--- src/rtl/melody_sequencer.sv ---
// melody_sequencer: steps through a fixed 16-entry scale melody and drives the
// tone NCO with a phase increment, a tone gate and playback status flags.
// Each note lasts dur x CLOCKS_PER_16TH cycles; its last GAP_CYCLES are silent.
module melody_sequencer #(
    parameter int CLK_FREQ_HZ     = 50_000_000,
    parameter int CLOCKS_PER_16TH = 6_250_000,
    parameter int GAP_CYCLES      = 250_000
) (
    input  logic        clk,
    input  logic        rst_n,
    input  logic        enable,
    input  logic        loop,
    output logic [31:0] phase_inc,
    output logic        tone_on,
    output logic        playing,
    output logic        melody_end,
    output logic [4:0]  note_index
);

    typedef enum logic [1:0] {
        IDLE = 2'd0,
        NOTE = 2'd1,
        GAP  = 2'd2
    } state_t;

    localparam logic [31:0] C16_W = 32'(CLOCKS_PER_16TH);
    localparam logic [31:0] GAP_W = 32'(GAP_CYCLES);

    // Tone frequency for each pitch code; code 0 and unused codes are silent.
    localparam int FREQ_HZ [16] = '{0, 262, 294, 330, 349, 392, 440, 494, 523,
                                    0, 0, 0, 0, 0, 0, 0};

    // Melody: ascending scale, held top C, one rest, descending back to C4.
    localparam logic [3:0] ROM_CODE [16] = '{4'd1, 4'd2, 4'd3, 4'd4, 4'd5, 4'd6, 4'd7, 4'd8,
                                             4'd0, 4'd7, 4'd6, 4'd5, 4'd4, 4'd3, 4'd2, 4'd1};
    localparam logic [2:0] ROM_DUR [16]  = '{3'd1, 3'd1, 3'd1, 3'd1, 3'd1, 3'd1, 3'd1, 3'd2,
                                             3'd1, 3'd1, 3'd1, 3'd1, 3'd1, 3'd1, 3'd1, 3'd4};

    // floor(f * 2^32 / CLK_FREQ_HZ), done in 64 bits so the product cannot overflow.
    function automatic logic [31:0] calc_inc(input int freq_hz);
        logic [63:0] num;
        num = 64'(freq_hz) << 32;
        return 32'(num / 64'(CLK_FREQ_HZ));
    endfunction

    logic [31:0] phase_table [16];

    genvar gi;
    generate
        for (gi = 0; gi < 16; gi = gi + 1) begin : g_phase
            assign phase_table[gi] = calc_inc(FREQ_HZ[gi]);
        end
    endgenerate

    state_t      state_reg, state_next;
    logic [3:0]  index_reg, index_next;
    logic [31:0] count_reg, count_next;
    logic        done_reg, done_next;
    logic [31:0] phase_inc_reg, phase_inc_next;
    logic        tone_on_reg, tone_on_next;
    logic        playing_reg, playing_next;
    logic        melody_end_reg, melody_end_next;

    logic [31:0] note_len;
    logic [31:0] tone_last;
    logic        note_end;

    // Length of the current entry and the last counter value of its sounding part.
    always_comb begin
        note_len  = 32'(ROM_DUR[index_reg]) * C16_W;
        tone_last = note_len - GAP_W - 32'd1;
    end

    // Next-state logic; outputs are derived from the next state so they register in step.
    always_comb begin
        state_next      = state_reg;
        index_next      = index_reg;
        count_next      = count_reg + 32'd1;
        done_next       = done_reg;
        melody_end_next = 1'b0;
        note_end        = 1'b0;

        if (!enable) begin
            state_next = IDLE;
            index_next = 4'd0;
            count_next = 32'd0;
            done_next  = 1'b0;
        end else begin
            case (state_reg)
                IDLE: begin
                    index_next = 4'd0;
                    count_next = 32'd0;
                    if (!done_reg) begin
                        state_next = NOTE;
                    end
                end
                NOTE: begin
                    if (count_reg == tone_last) begin
                        if (GAP_CYCLES > 0) begin
                            state_next = GAP;
                        end else begin
                            note_end = 1'b1;
                        end
                    end
                end
                GAP: begin
                    if (count_reg == note_len - 32'd1) begin
                        note_end = 1'b1;
                    end
                end
                default: begin
                    state_next = IDLE;
                end
            endcase

            if (note_end) begin
                count_next = 32'd0;
                if (index_reg != 4'd15) begin
                    state_next = NOTE;
                    index_next = index_reg + 4'd1;
                end else begin
                    melody_end_next = 1'b1;
                    index_next      = 4'd0;
                    if (loop) begin
                        state_next = NOTE;
                    end else begin
                        state_next = IDLE;
                        done_next  = 1'b1;
                    end
                end
            end
        end

        playing_next   = (state_next != IDLE);
        phase_inc_next = playing_next ? phase_table[ROM_CODE[index_next]] : 32'd0;
        tone_on_next   = (state_next == NOTE) && (ROM_CODE[index_next] != 4'd0);
    end

    // State and registered outputs; reset returns everything to silent idle.
    always_ff @(posedge clk) begin
        if (!rst_n) begin
            state_reg      <= IDLE;
            index_reg      <= 4'd0;
            count_reg      <= 32'd0;
            done_reg       <= 1'b0;
            phase_inc_reg  <= 32'd0;
            tone_on_reg    <= 1'b0;
            playing_reg    <= 1'b0;
            melody_end_reg <= 1'b0;
        end else begin
            state_reg      <= state_next;
            index_reg      <= index_next;
            count_reg      <= count_next;
            done_reg       <= done_next;
            phase_inc_reg  <= phase_inc_next;
            tone_on_reg    <= tone_on_next;
            playing_reg    <= playing_next;
            melody_end_reg <= melody_end_next;
        end
    end

    assign phase_inc  = phase_inc_reg;
    assign tone_on    = tone_on_reg;
    assign playing    = playing_reg;
    assign melody_end = melody_end_reg;
    assign note_index = {1'b0, index_reg};

endmodule

--- config.mk ---
export PLATFORM = sky130hd
export DESIGN_NAME = melody_sequencer
export DESIGN_NICKNAME = d
export VERILOG_FILES = /design/src/rtl/melody_sequencer.sv
export SDC_FILE = /design/constraint.sdc
export NUM_CORES = 1
export LEC_CHECK = 0
export ABC_AREA = 1
export CAP_MARGIN = 20
export CORE_MARGIN = 4
export CORE_UTILIZATION = 40
export DETAILED_ROUTE_END_ITERATION = 16
export GPL_TIMING_DRIVEN = 0
export SLEW_MARGIN = 10
export SYNTH_ARGS = -nofsm -noshare
export SYNTH_HDL_FRONTEND = slang
export SYNTH_SLANG_ARGS = --single-unit
--- constraint.sdc ---
create_clock -name clk -period 7.5 [get_ports clk]
set_input_delay 1.5 -clock clk [delete_from_list [all_inputs] [get_ports clk]]
set_output_delay 1.5 -clock clk [all_outputs]
set_load 0.05 [all_outputs]
==> flow_summary.json <==
{
  "status": "finished clean",
  "post_cts_clock_slew_at_the_launch_and_capture_registers_of_the_worst_setup_and_hold_paths_ns": 0.05,
  "cts.htree.levels": 3,
  "async_flop_share_pct": 0,
  "placeableCoreArea_um2": 13900,
  "row_count": 43,
  "final_design_area_no_fill_um2": 6470,
  "worst-r2r-cell-count": 38,
  "startpoint_type": "flop",
  "clkLatencyLatePin_ns": 0.33,
  "grt_use_total_pct": 19.1,
  "hold_viol": 0,
  "seq_area_frac_synth_pct": 20.5,
  "setup.worst_path.class": "reg -> reg",
  "timing.critical_path.fanout_max": 11,
  "reg2reg_slack_ns": 0.85,
  "synthFlopType": "dfxtp_1",
  "max_cap_violations": 0,
  "placed_cell_area_um2": 6190,
  "endpoint_of_the_worst_slack_reg_to_reg_timing_path": "phase_inc[5]$_SDFF_PN0_",
  "cp.arrival_ns": 6.91,
  "floorplan.die.width_um": 127,
  "fin_tns_setup_ns": 0,
  "grt_setup_unrepaired": "false",
  "clock-sinks": 58,
  "largest_register_ff_count": 32,
  "path_common_cell": "nand2_1",
  "via_count": 5747,
  "post-place-ws_ns": 0.887,
  "worst_slack_ns": 0.854,
  "overall_overflow_remaining_after_global_route": 0,
  "postRouteWirelength_um": 14800,
  "total_power_mw": 0.753,
  "cts-resized-gates": 0,
  "drive_gt1_share_pct": 13.5,
  "io_pins": 44,
  "worstHoldEndpoint": "count_reg[0]$_SDFF_PP0_",
  "finalCriticalPeriod_ns": 6.65,
  "post_synth_instance_area_um2": 5660,
  "max_stage_delay_ns": 0.57,
  "p_per_area_nw_per_um2": 116,
  "yosysTopAreaCellShare_pct": 21.0,
  "maxSlewHeadroom_pct": 61.7,
  "post_cts.repair.setup_buffers": 0,
  "clk_path_buf_depth": 2,
  "leading_post_synthesis_cells_by_cell_area": "nand2_1 (21%), dfxtp_1 (21%), nand3_1 (7.9%)",
  "leakagePower_nw": 3.24,
  "antenna_found_initial": 0,
  "worst_clock_skew_ns": 0.00817,
  "timing_max_transition_violations_final": 0,
  "ys_ff_latch": 58,
  "initial_utilization_pct": 40.8,
  "die-height_um": 127,
  "fill_cells": 1516,
  "timing.critical_path.slowest_stage_cell": "fa_1",
  "synth_commonest_cells": "nand2_1 (316), inv_1 (115), nor2_1 (92)",
  "netlist_instances": 940,
  "min_path_type": "reg -> reg",
  "endpoint_kind": "flop",
  "holdCritStartpoint": "count_reg[0]$_SDFF_PP0_",
  "cts_inserted_buffers": 9,
  "dr_drc_count": 0,
  "timing.hold.worst_path_depth": 1,
  "grt_max_degree": 15,
  "cts_root_buf": "clkbuf_16",
  "holdBufCountCts": 0,
  "peak_clock_frequency_supported_by_timing_mhz": 150,
  "final_nets": 1030,
  "synth_most_common_cell": "nand2_1",
  "diodes": 0,
  "synth_edf_count": 0,
  "detailed_routing_iteration_count_for_the_pre_antenna_repair_pass": 5,
  "place_congestion": 0.912,
  "detailedRoute.firstIterationViolations": 302,
  "critical_path_required_ns": 7.76,
  "die-area_um2": 16100,
  "cts_tree": "done",
  "layout-area-overhead-vs-synth_pct": 14.4,
  "critical_path.reg2reg.startpoint": "index_reg[0]$_SDFF_PN0_",
  "fraction_of_the_cycle_the_final_worst_path_needs_pct": 88.6,
  "postSynthAreaPerCell_um2": 6.02,
  "vdd_ir_drop_max_v": 0.000104,
  "synth.distinct_cells": 43,
  "vias_per_cell": 4.88,
  "place_hpwl_um": 12100,
  "worst-slew-pin-transition_ns": 0.575,
  "detail-route-antenna-nets": 0,
  "setup-violations-final": 0,
  "placement.io_buffers": 25,
  "number_of_global_route_vias_before_repair": 5424,
  "grt_pass1_wl_um": 25500,
  "ys_warn_count": 0,
  "yosys.area.top_type": "nand2_1",
  "wire_per_inst_um": 12.6
}
cell families (layout without fill, tap and decap cells):
family | count (synthesis) | after routing | synth area share [%]
xor gates and xnor gates | 10 | 10 | 1.55
other | 1 | 17 | 0.0663
AOI/OAI and AO/OA | 43 | 43 | 4.60
and+or+nand+nor | 632 | 632 | 52.4
adders and majority gates | 34 | 34 | 7.92
DFF | 58 | 58 | 20.5
buffers and inverters | 162 | 203 | 12.9
report_power, final:
part	switching [mW]	internal [mW]
combinational	0.0444	0.0171
clock	0.145	0.232
sequential	0.00123	0.313
total	0.191	0.562
layout by cell type (no fill, tap or decap), types with 4 or more instances in the layout:
cell type / Yosys / final
xor2_1: 8 / 8
nand3_1: 89 / 89
nand3_2: 11 / 11
clkdlybuf4s50_1: 0 / 25
conb_1: 1 / 17
nor2_2: 13 / 13
inv_2: 12 / 12
nand2_2: 26 / 26
nor3b_1: 10 / 10
buf_4: 21 / 21
nand2_4: 7 / 7
clkbuf_1: 4 / 4
clkbuf_16: 0 / 9
a21oi_1: 17 / 17
a21oi_2: 7 / 7
nand3b_1: 4 / 4
nor3_1: 14 / 14
inv_1: 115 / 115
nor2_1: 92 / 92
nor4_1: 4 / 4
dfxtp_1: 58 / 58
nand2_1: 316 / 316
nand4_1: 31 / 31
buf_6: 5 / 5
ha_1: 31 / 31
o21ai_0: 8 / 8
routing by layer:
metal	GRT usage (%)	up-vias	part of all wire [%]
li1	-	3045	-
met1	25.8	2576	49
met2	31.7	102	45
met5	0	-	0
met4	5.49	0	2.0
met3	2.53	24	3.3
critical path: cells and delay by family (launching register included):
family | cells | cell delay, ns
compound gates | 1 | 0.18
simple gates | 21 | 2.31
buf+inv | 8 | 1.13
fa+ha+maj | 8 | 2.58
flops | 1 | 0.36
layout make-up:
| cell class | count | area (um2) | area share [%] |
|---|---|---|---|
| inverters | 128 | 483 | 7.46 |
| plain buffers | 34 | 248 | 3.83 |
| clock buffers | 10 | 239 | 3.69 |
| flip-flops and latches | 58 | 1160 | 17.9 |
| clock inverters | 6 | 41.3 | 0.638 |
| well taps | 180 | 225 | 3.48 |
| multi-input cells | 736 | 3830 | 59.1 |
| repair buffers | 25 | 250 | 3.87 |
how the worst max path moves through the flow:
stage / start / end / cells past startpoint
floorplan: index_reg[1]$_SDFF_PN0_ / phase_inc[0]$_SDFF_PN0_ / 37
global placement: index_reg[0]$_SDFF_PN0_ / phase_inc[5]$_SDFF_PN0_ / 38
detailed placement: index_reg[0]$_SDFF_PN0_ / phase_inc[5]$_SDFF_PN0_ / 38
CTS: index_reg[0]$_SDFF_PN0_ / phase_inc[5]$_SDFF_PN0_ / 38
global route: index_reg[0]$_SDFF_PN0_ / phase_inc[5]$_SDFF_PN0_ / 38
finish: index_reg[0]$_SDFF_PN0_ / phase_inc[5]$_SDFF_PN0_ / 38
stage by stage:
step / util [%] / hold slack [ns] / std cells
after detailed placement: 44.6 / 0.441 / 1161
after CTS: 46.6 / 0.453 / 1177
after global placement: 44.6 / 0.433 / 1161
after floorplan: - / 0.418 / 956
after global routing: 46.6 / 0.464 / 1177
final: 46.6 / 0.450 / 1177
No activity file was read; power rests on OpenSTA's default activity.
